File: config.mk
export PLATFORM = sky130hd
export DESIGN_NAME = ps2_rx
export DESIGN_NICKNAME = d
export VERILOG_FILES = /design/src/rtl/ps2_rx.sv
export SDC_FILE = /design/constraint.sdc
export NUM_CORES = 1
export LEC_CHECK = 0
export ABC_CLOCK_PERIOD_IN_PS = 1700
export CAP_MARGIN = 10
export CORE_UTILIZATION = 51
export CTS_CLUSTER_DIAMETER = 150
export DETAILED_ROUTE_END_ITERATION = 12
export GPL_ROUTABILITY_DRIVEN = 0
export PLACE_DENSITY = 0.75
export REMOVE_ABC_BUFFERS = 1
export SYNTH_ARGS = -nofsm -noshare
export SYNTH_HDL_FRONTEND = slang
export SYNTH_SLANG_ARGS = --single-unit
File: constraint.sdc
create_clock -name clk -period 1.7 [get_ports clk]
set_input_delay 0.255 -clock clk [delete_from_list [all_inputs] [get_ports clk]]
set_output_delay 0.255 -clock clk [all_outputs]
set_load 0.1 [all_outputs]
File: src/rtl/ps2_rx.sv
`default_nettype none
// ============================================================================
//  Module   : ps2_rx
//  Purpose  : PS/2 keyboard receiver. Synchronises KB_clk/data, deframes
//             11-bit frames (start, 8 data LSB first, odd parity, stop) with
//             a watchdog, decodes E0/F0 prefixes into key events and tracks
//             the E0 6B / E0 74 arrow keys as a paddle direction.
//  Revision : 1.0 - initial release
// ============================================================================
module ps2_rx #(
  parameter int TIMEOUT_CYCLES = 50000
) (
  input  logic       clk,
  input  logic       rst,
  input  logic       KB_clk,
  input  logic       data,
  output logic [7:0] code,
  output logic       code_valid,
  output logic       frame_err,
  output logic [7:0] key_code,
  output logic       key_ext,
  output logic       key_release,
  output logic       key_valid,
  output logic [2:0] direction
);

  localparam int              WD_W      = $clog2(TIMEOUT_CYCLES + 1);
  localparam logic [WD_W-1:0] C_TIMEOUT = WD_W'(TIMEOUT_CYCLES);
  localparam logic [WD_W-1:0] C_WD_ONE  = WD_W'(1);

  typedef enum logic [1:0] {
    S_IDLE   = 2'd0,
    S_DATA   = 2'd1,
    S_PARITY = 2'd2,
    S_STOP   = 2'd3
  } state_t;

  // Synchroniser stages; PS/2 lines idle high, so reset them high to avoid a
  // spurious fall right after reset release.
  logic kbclk_meta_q, kbclk_sync_q, kbclk_prev_q;
  logic data_meta_q, data_sync_q;
  logic fall;

  // Frame receiver state
  state_t          state_q, state_d;
  logic [2:0]      bit_cnt_q, bit_cnt_d;
  logic [7:0]      shift_q, shift_d;
  logic            par_q, par_d;
  logic [WD_W-1:0] wd_q, wd_d;
  logic [7:0]      code_q, code_d;
  logic            code_valid_q, code_valid_d;
  logic            frame_err_q, frame_err_d;

  // Key-event decoder state
  logic       ext_pend_q, ext_pend_d;
  logic       brk_pend_q, brk_pend_d;
  logic       left_held_q, left_held_d;
  logic       right_held_q, right_held_d;
  logic [7:0] key_code_q, key_code_d;
  logic       key_ext_q, key_ext_d;
  logic       key_release_q, key_release_d;
  logic       key_valid_q, key_valid_d;
  logic [2:0] direction_q, direction_d;

  // Two-flop synchronisers plus one extra KB_clk stage for fall detection
  always_ff @(posedge clk or negedge rst) begin
    if (!rst) begin
      kbclk_meta_q <= 1'b1;
      kbclk_sync_q <= 1'b1;
      kbclk_prev_q <= 1'b1;
      data_meta_q  <= 1'b1;
      data_sync_q  <= 1'b1;
    end else begin
      kbclk_meta_q <= KB_clk;
      kbclk_sync_q <= kbclk_meta_q;
      kbclk_prev_q <= kbclk_sync_q;
      data_meta_q  <= data;
      data_sync_q  <= data_meta_q;
    end
  end

  assign fall = kbclk_prev_q & ~kbclk_sync_q;

  // Frame FSM next-state, shifting, parity/stop checking and watchdog
  always_comb begin
    state_d      = state_q;
    bit_cnt_d    = bit_cnt_q;
    shift_d      = shift_q;
    par_d        = par_q;
    code_d       = code_q;
    code_valid_d = 1'b0;
    frame_err_d  = 1'b0;

    if ((state_q == S_IDLE) || fall) begin
      wd_d = '0;
    end else begin
      wd_d = wd_q + C_WD_ONE;
    end

    case (state_q)
      S_IDLE: begin
        if (fall && !data_sync_q) begin
          state_d   = S_DATA;
          bit_cnt_d = 3'd0;
        end
      end
      S_DATA: begin
        if (fall) begin
          shift_d = {data_sync_q, shift_q[7:1]};
          if (bit_cnt_q == 3'd7) begin
            state_d = S_PARITY;
          end else begin
            bit_cnt_d = bit_cnt_q + 3'd1;
          end
        end
      end
      S_PARITY: begin
        if (fall) begin
          par_d   = data_sync_q;
          state_d = S_STOP;
        end
      end
      S_STOP: begin
        if (fall) begin
          state_d = S_IDLE;
          // Odd parity: data bits plus parity bit must hold an odd count of ones
          if (data_sync_q && (^{shift_q, par_q})) begin
            code_d       = shift_q;
            code_valid_d = 1'b1;
          end else begin
            frame_err_d = 1'b1;
          end
        end
      end
      default: state_d = S_IDLE;
    endcase

    // A stalled partial frame is abandoned; a fall in the same cycle wins
    if ((state_q != S_IDLE) && !fall && (wd_q == C_TIMEOUT)) begin
      state_d     = S_IDLE;
      frame_err_d = 1'b1;
      wd_d        = '0;
    end
  end

  // Frame FSM registers
  always_ff @(posedge clk or negedge rst) begin
    if (!rst) begin
      state_q      <= S_IDLE;
      bit_cnt_q    <= 3'd0;
      shift_q      <= 8'h00;
      par_q        <= 1'b0;
      wd_q         <= '0;
      code_q       <= 8'h00;
      code_valid_q <= 1'b0;
      frame_err_q  <= 1'b0;
    end else begin
      state_q      <= state_d;
      bit_cnt_q    <= bit_cnt_d;
      shift_q      <= shift_d;
      par_q        <= par_d;
      wd_q         <= wd_d;
      code_q       <= code_d;
      code_valid_q <= code_valid_d;
      frame_err_q  <= frame_err_d;
    end
  end

  // Prefix decoding, key-event generation and arrow-key hold tracking
  always_comb begin
    ext_pend_d    = ext_pend_q;
    brk_pend_d    = brk_pend_q;
    left_held_d   = left_held_q;
    right_held_d  = right_held_q;
    key_code_d    = key_code_q;
    key_ext_d     = key_ext_q;
    key_release_d = key_release_q;
    key_valid_d   = 1'b0;

    if (frame_err_q) begin
      ext_pend_d = 1'b0;
      brk_pend_d = 1'b0;
    end else if (code_valid_q) begin
      if (code_q == 8'hE0) begin
        ext_pend_d = 1'b1;
      end else if (code_q == 8'hF0) begin
        brk_pend_d = 1'b1;
      end else begin
        key_code_d    = code_q;
        key_ext_d     = ext_pend_q;
        key_release_d = brk_pend_q;
        key_valid_d   = 1'b1;
        ext_pend_d    = 1'b0;
        brk_pend_d    = 1'b0;
        if (ext_pend_q && (code_q == 8'h6B)) begin
          left_held_d = ~brk_pend_q;
        end
        if (ext_pend_q && (code_q == 8'h74)) begin
          right_held_d = ~brk_pend_q;
        end
      end
    end

    // Held flags only move on key events, so direction lands with key_valid
    if (left_held_d && !right_held_d) begin
      direction_d = 3'd1;
    end else if (right_held_d && !left_held_d) begin
      direction_d = 3'd2;
    end else begin
      direction_d = 3'd0;
    end
  end

  // Key-event decoder registers
  always_ff @(posedge clk or negedge rst) begin
    if (!rst) begin
      ext_pend_q    <= 1'b0;
      brk_pend_q    <= 1'b0;
      left_held_q   <= 1'b0;
      right_held_q  <= 1'b0;
      key_code_q    <= 8'h00;
      key_ext_q     <= 1'b0;
      key_release_q <= 1'b0;
      key_valid_q   <= 1'b0;
      direction_q   <= 3'd0;
    end else begin
      ext_pend_q    <= ext_pend_d;
      brk_pend_q    <= brk_pend_d;
      left_held_q   <= left_held_d;
      right_held_q  <= right_held_d;
      key_code_q    <= key_code_d;
      key_ext_q     <= key_ext_d;
      key_release_q <= key_release_d;
      key_valid_q   <= key_valid_d;
      direction_q   <= direction_d;
    end
  end

  assign code        = code_q;
  assign code_valid  = code_valid_q;
  assign frame_err   = frame_err_q;
  assign key_code    = key_code_q;
  assign key_ext     = key_ext_q;
  assign key_release = key_release_q;
  assign key_valid   = key_valid_q;
  assign direction   = direction_q;

endmodule
`default_nettype wire

==> results of run 1 <==
report_power, final:
group          switching [W]  leakage [nW]  internal [W]
combinational        0.00139         0.920       0.00118
clock               0.000556         0.116      0.000901
sequential          0.000201         0.831       0.00172
layout make-up:
cell class / instances / area, um^2
tap: 70 / 87.6
multi-input combinational: 169 / 1250
clock buffer: 12 / 155
clock inverter: 4 / 70.1
sequential: 62 / 1560
timing repair buffer: 64 / 798
inverter: 10 / 37.5
fill: 328 / 1240
kinds of logic after synthesis:
family,after synthesis,synth area share [%]
AO/OA/AOI/OAI,31,7.06
XOR/XNOR,17,6.08
adder cells (fa/ha/maj),9,4.02
buffers and inverters,15,2.24
flip-flops,62,55.7
multiplexers,21,8.40
other,1,0.134
AND/OR/NAND/NOR,89,16.4
critical path, cell delays in order (launching register included):
cell	delay, ps
dfrtp_1	390
xnor2_1	160
xnor3_1	450
xnor2_2	280
nand4_2	210
mux2_2	310
metrics by stage:
step                setup TNS (ps)  instance area (um^2)  util [%]  total power (W)  setup WS (ps)
global placement             -1370                  3600      69.1          0.00431           -167
detailed placement           -1670                  3600      69.1          0.00439           -202
floorplan                    -9260                  2770         -          0.00341           -664
global route                 -2500                  3960      76.1          0.00623           -286
CTS                          -1410                  3870      74.3          0.00588           -178
finish                       -1540                  3960      76.1          0.00595           -205
cell usage in the layout, fill, tap and decap left out, types with 4 or more instances in the layout:
master,synthesis,final
mux2_2,20,20
or3_1,5,4
clkbuf_8,0,11
xnor2_1,9,9
inv_1,10,10
nand3_1,4,4
buf_4,1,35
dfrtp_1,57,57
a21oi_1,6,6
nand2b_1,5,4
xor2_1,6,6
nand4_1,6,6
nand2_1,31,31
o21ai_0,10,10
buf_12,0,25
ha_1,9,7
dfstp_2,5,5
nor2_1,18,17
state kept, by name, summed over array words and instances, names as in the netlist, 2 cells and up:
signal     count
key_code       8
code           8
shift_q        8
direction      2
state_q        2
bit_cnt_q      3
wd_q          16
path summary, 6_finish.rpt:
check	from	to	slack [ps]
max in group asynchronous	rst	data_meta_q	920
min in group asynchronous	rst	key_code[6]	450
worst max-delay path	shift_q[1]	code[2]	-210
worst min register to register	kbclk_meta_q	kbclk_sync_q	360
worst max register to register	shift_q[1]	code[2]	-210
worst min-delay path	data	data_meta_q	320
layer usage:
metal  up-vias  GRT usage (%)  part of all wire, %
li1        997              -                    -
met1      1058           27.0                   43
met2        67           34.4                   50
met3        12           4.91                  4.8
met4         0           12.7                  2.0
met5         -              0                    0
repair_timing:
| action | 4_1_cts | 5_1_grt |
|---|---|---|
| resized for setup | 8 | 6 |
| pin swaps | 4 | 6 |
| cloned | 0 | 1 |
| endpoints found under the setup margin | 14 | 19 |
| hold buffers | 1 | 0 |
| buffers inserted | 0 | 7 |
| hold endpoints to repair | 57 | 0 |
==> impl_metrics.toml, run 1 <==
[logic_synthesis]
synth.top_cells.by_area = "dfrtp_1 51%, mux2_2 8.0%, dfstp_2 4.7%, nand2_1 4.2%, ha_1 4.0%"
synth_top_area_cell = "dfrtp_1"
synth_commonest_cells = "57 x dfrtp_1, 31 x nand2_1, 20 x mux2_2, 18 x nor2_1"
synth.most_common_cell = "dfrtp_1"
synth_edf_count = 0
seq_area_frac_synth_pct = 55.7
async_reset_ff_share_pct = 100
synth_top_area_share_pct = 51.0
ys.flop_type = "dfrtp_1"
synth_seq_cells = 62
synth_area_um2 = 2800
synth.avg_cell_area_um2 = 11.4
yosys_warnings = 0
postSynthCellCount = 245
ys_types = 42

[place]
dp.cells = 366
portBuffers = 26
hpwl_um = 3800

[timing]
finalSetupViolations = 11
period_needed_ps = 1910
clock_skew_ps = 12.5
rsz0062_at_grt = "yes"
drv_slew = 0
timing.hold.ws_ps = 317
hold_violations = 0
finalCritPeriodShare_pct = 112
layout_setup_ws_ps = -205
fmax_ghz = 0.525

[die]
die-area_um2 = 5790
ioPinCount = 28
die_height_um = 76.1
start_util_pct = 53.8
rows = 26
coreArea_um2 = 5200
die_w_um = 76.1

[global_route]
grt_antenna_before_repair = 0
overflow = 0
grt_pass1_vias = 2054
grt_pass1_wl_um = 9590
grt_max_degree = 63
grt_use_total_pct = 21.5

[routing]
routed_wl_um = 5980
vias = 2134
drt.antenna.violating_nets = 0
via_per_inst = 5.46
first_pass_iters = 4
route.detailed.drc = 0
wl_per_cell_um = 15.3
drtIter0Drc = 174

[cts]
insertion_delay_ps = 340
numCtsBuffers = 9
clk_pin_slew_ps = 60
cts_root_buf = "clkbuf_8"
clock_sinks = 62
cts_buffer_depth = 2
cts_tree = "done"
h-tree-depth = 3

[setup_path]
cp.required_ps = 1920
reg2regPathDepth = 5
startpoint_type = "flop"
worstPathMaxFanout = 4
worstPathArrival_ps = 2120
setup.worst_path.class = "reg2reg"
setup.worst_path.end_class = "flop"

[cells_and_area]
final_cells = 391
post_route_cells_drive_above_1_share_pct = 36.1
diodes = 0
syn_to_final_growth_pct = 41.5
nNetsFinal = 329

[run_status]
violations = "setup timing"
run_status = "finished, violations left"

[worst_hold_path]
hp-class = "in2reg"
whs_path_depth = 1

[power]
powerDensity_nw_per_um2 = 1500
irDropWorstVdd_v = 0.00102
p_leak_nw = 1.87

[run]
cap_violations = 0
Power figures use the tool's default switching activity.
==> run 2, diff against run 1 <==
--- a/config.mk
+++ b/config.mk
@@ -5,7 +5,7 @@
 export SDC_FILE = /design/constraint.sdc
 export NUM_CORES = 1
 export LEC_CHECK = 0
-export ABC_CLOCK_PERIOD_IN_PS = 1700
+export ABC_CLOCK_PERIOD_IN_PS = 1600
 export CAP_MARGIN = 10
 export CORE_UTILIZATION = 51
 export CTS_CLUSTER_DIAMETER = 150
==> constraint.sdc (replaced) <==
create_clock -name clk -period 1.6 [get_ports clk]
set_input_delay 0.24 -clock clk [delete_from_list [all_inputs] [get_ports clk]]
set_output_delay 0.24 -clock clk [all_outputs]
set_load 0.1 [all_outputs]
==> run 2 against run 1 <==
Effect of this change: the run still ends with setup timing left; global-route usage grew 2.2 points; cell count grew 4.6%; sequential power grew 7%; final area grew 6.2%; combinational power grew 14%; largest power group unchanged.
==> impl_metrics.toml, run 2 (synthesis gave the netlist of run 1 again) <==
[routing]
route.detailed.drc = 0
first_pass_iters = 4
routed_wl_um = 6980
drt.antenna.violating_nets = 0
drtIter0Drc = 241
vias = 2236
wl_per_cell_um = 17.1
via_per_inst = 5.47

[setup_path]
worstPathMaxFanout = 4
cp.required_ps = 1840
r2r_slack_ps = -320
worstPathArrival_ps = 2160
reg2regPathDepth = 5
setup.worst_path.class = "reg2reg"
startpoint_type = "flop"
worst_r2r_startpoint = "shift_q[4]"
reg2reg_to = "code[5]"
setup.worst_path.end_class = "flop"

[global_route]
grt_pass1_wl_um = 10600
grt_max_degree = 24
overflow = 0
grt_antenna_before_repair = 0
grt_pass1_vias = 2179
grt_use_total_pct = 23.7

[cells_and_area]
syn_to_final_growth_pct = 50.2
mostFrequentLayoutCell = "dfrtp_1"
nNetsFinal = 347
postLayoutCoreUtil_pct = 80.8
final_cell_area_um2 = 4210
final_cell_mix = "57 x dfrtp_1, 51 x buf_4, 29 x nand2_1"
largest_reg_flops = 16
post_route_cells_drive_above_1_share_pct = 44.0
seq_area_um2 = 1560
regMostFlops = "wd_q"
nFillCells = 258
multi_input_area_um2 = 1360
diodes = 0

[power]
irDropWorstVdd_v = 0.00110
p_leak_nw = 1.98
powerDensity_nw_per_um2 = 1550

[place]
portBuffers = 26
place_worst_setup_slack_ps = -313
dpl_cell_area_um2 = 3660
hpwl_um = 4030

[die]
start_util_pct = 53.8
ioPinCount = 28
die_w_um = 76.1
coreArea_um2 = 5200
die_height_um = 76.1
die-area_um2 = 5790
rows = 26

[timing]
rsz0062_at_grt = "yes"
finalSetupViolations = 23
finalCritPeriodShare_pct = 120
fmax_ghz = 0.521
clock_skew_ps = 13.1
layout_setup_ws_ps = -318
drv_slew = 0
period_needed_ps = 1920
timing.hold.ws_ps = 297
hold_violations = 0

[cts]
insertion_delay_ps = 350
cts_root_buf = "clkbuf_8"
h-tree-depth = 3
numCtsBuffers = 9
clock_sinks = 62
cts_buffer_depth = 2
clk_pin_slew_ps = 80
cts_tree = "done"

[run]
cap_violations = 0

[run_status]
run_status = "finished, violations left"
violations = "setup timing"

[worst_hold_path]
min_to = "kbclk_meta_q"
whs_path_depth = 1
hp-class = "in2reg"
hp-start = "KB_clk"
[run 2: stage by stage]
| step | setup TNS, ps | total power (W) | cells |
|---|---|---|---|
| final | -3630 | 0.00654 | 409 |
| after global routing | -5070 | 0.00684 | 409 |
| after CTS | -2780 | 0.00637 | 398 |
| after detailed placement | -3400 | 0.00473 | 375 |
| after global placement | -2550 | 0.00466 | 375 |
| after floorplan | -12330 | 0.00363 | 240 |
[run 2: critical path, cell delays in order, from the launching register on]
cell,delay (ps)
dfrtp_1,420
xnor2_1,150
xnor3_1,450
xnor2_2,270
nand4_2,210
mux2_2,320
[run 2: final cells by class]
type | instances | area share (%)
Inverter | 10 | 0.893
Clock buffer | 9 | 2.95
Timing Repair Buffer | 82 | 22.4
Tap cell | 70 | 2.08
Clock inverter | 7 | 2.32
Sequential cell | 62 | 37.0
Multi-Input combinational cell | 169 | 32.3
[run 2: repair_timing]
action / CTS / global route
hold endpoints to repair: 17 / 0
hold buffers: 1 / 0
setup buffers: 6 / 12
pin swaps: 10 / 10
gates resized for setup: 17 / 26
gates cloned: 1 / 0
setup endpoints to repair: 26 / 41
[run 2: worst max-delay path by stage]
| stage | endpoint | start | depth (start not counted) | slack [ps] |
|---|---|---|---|---|
| after floorplan | direction[0] | code[1] | 5 | -760 |
| after global routing | code[5] | shift_q[4] | 5 | -360 |
| after detailed placement | code[2] | shift_q[4] | 5 | -310 |
| final | code[5] | shift_q[4] | 5 | -320 |
| after global placement | code[0] | shift_q[4] | 5 | -260 |
| after CTS | code[1] | shift_q[4] | 5 | -290 |
[run 2: report_power, final]
part           total [W]  switching (W)  leakage, nW  internal [W]
clock network    0.00155       0.000670        0.106      0.000881
logic            0.00294        0.00157         1.04       0.00137
registers        0.00205       0.000222        0.831       0.00183
total            0.00654        0.00246         1.98       0.00408
[run 2: metal layers]
layer  vias up  track usage [%]  part of all wire, %
li1       1030                -                    -
met1      1095             27.8                   39
met2        79             41.0                   51
met3        32             4.55                  4.8
met4         0             13.1                  4.7
met5         -                0                    0
==> run 3, diff against run 2 <==
--- a/config.mk
+++ b/config.mk
@@ -10,7 +10,7 @@
 export CORE_UTILIZATION = 51
 export CTS_CLUSTER_DIAMETER = 150
 export DETAILED_ROUTE_END_ITERATION = 12
-export GPL_ROUTABILITY_DRIVEN = 0
+export GPL_ROUTABILITY_DRIVEN = 1
 export PLACE_DENSITY = 0.75
 export REMOVE_ABC_BUFFERS = 1
 export SYNTH_ARGS = -nofsm -noshare
==> results of run 3 <==
The final DEF is identical to that of run 2; final timing and power are the same.
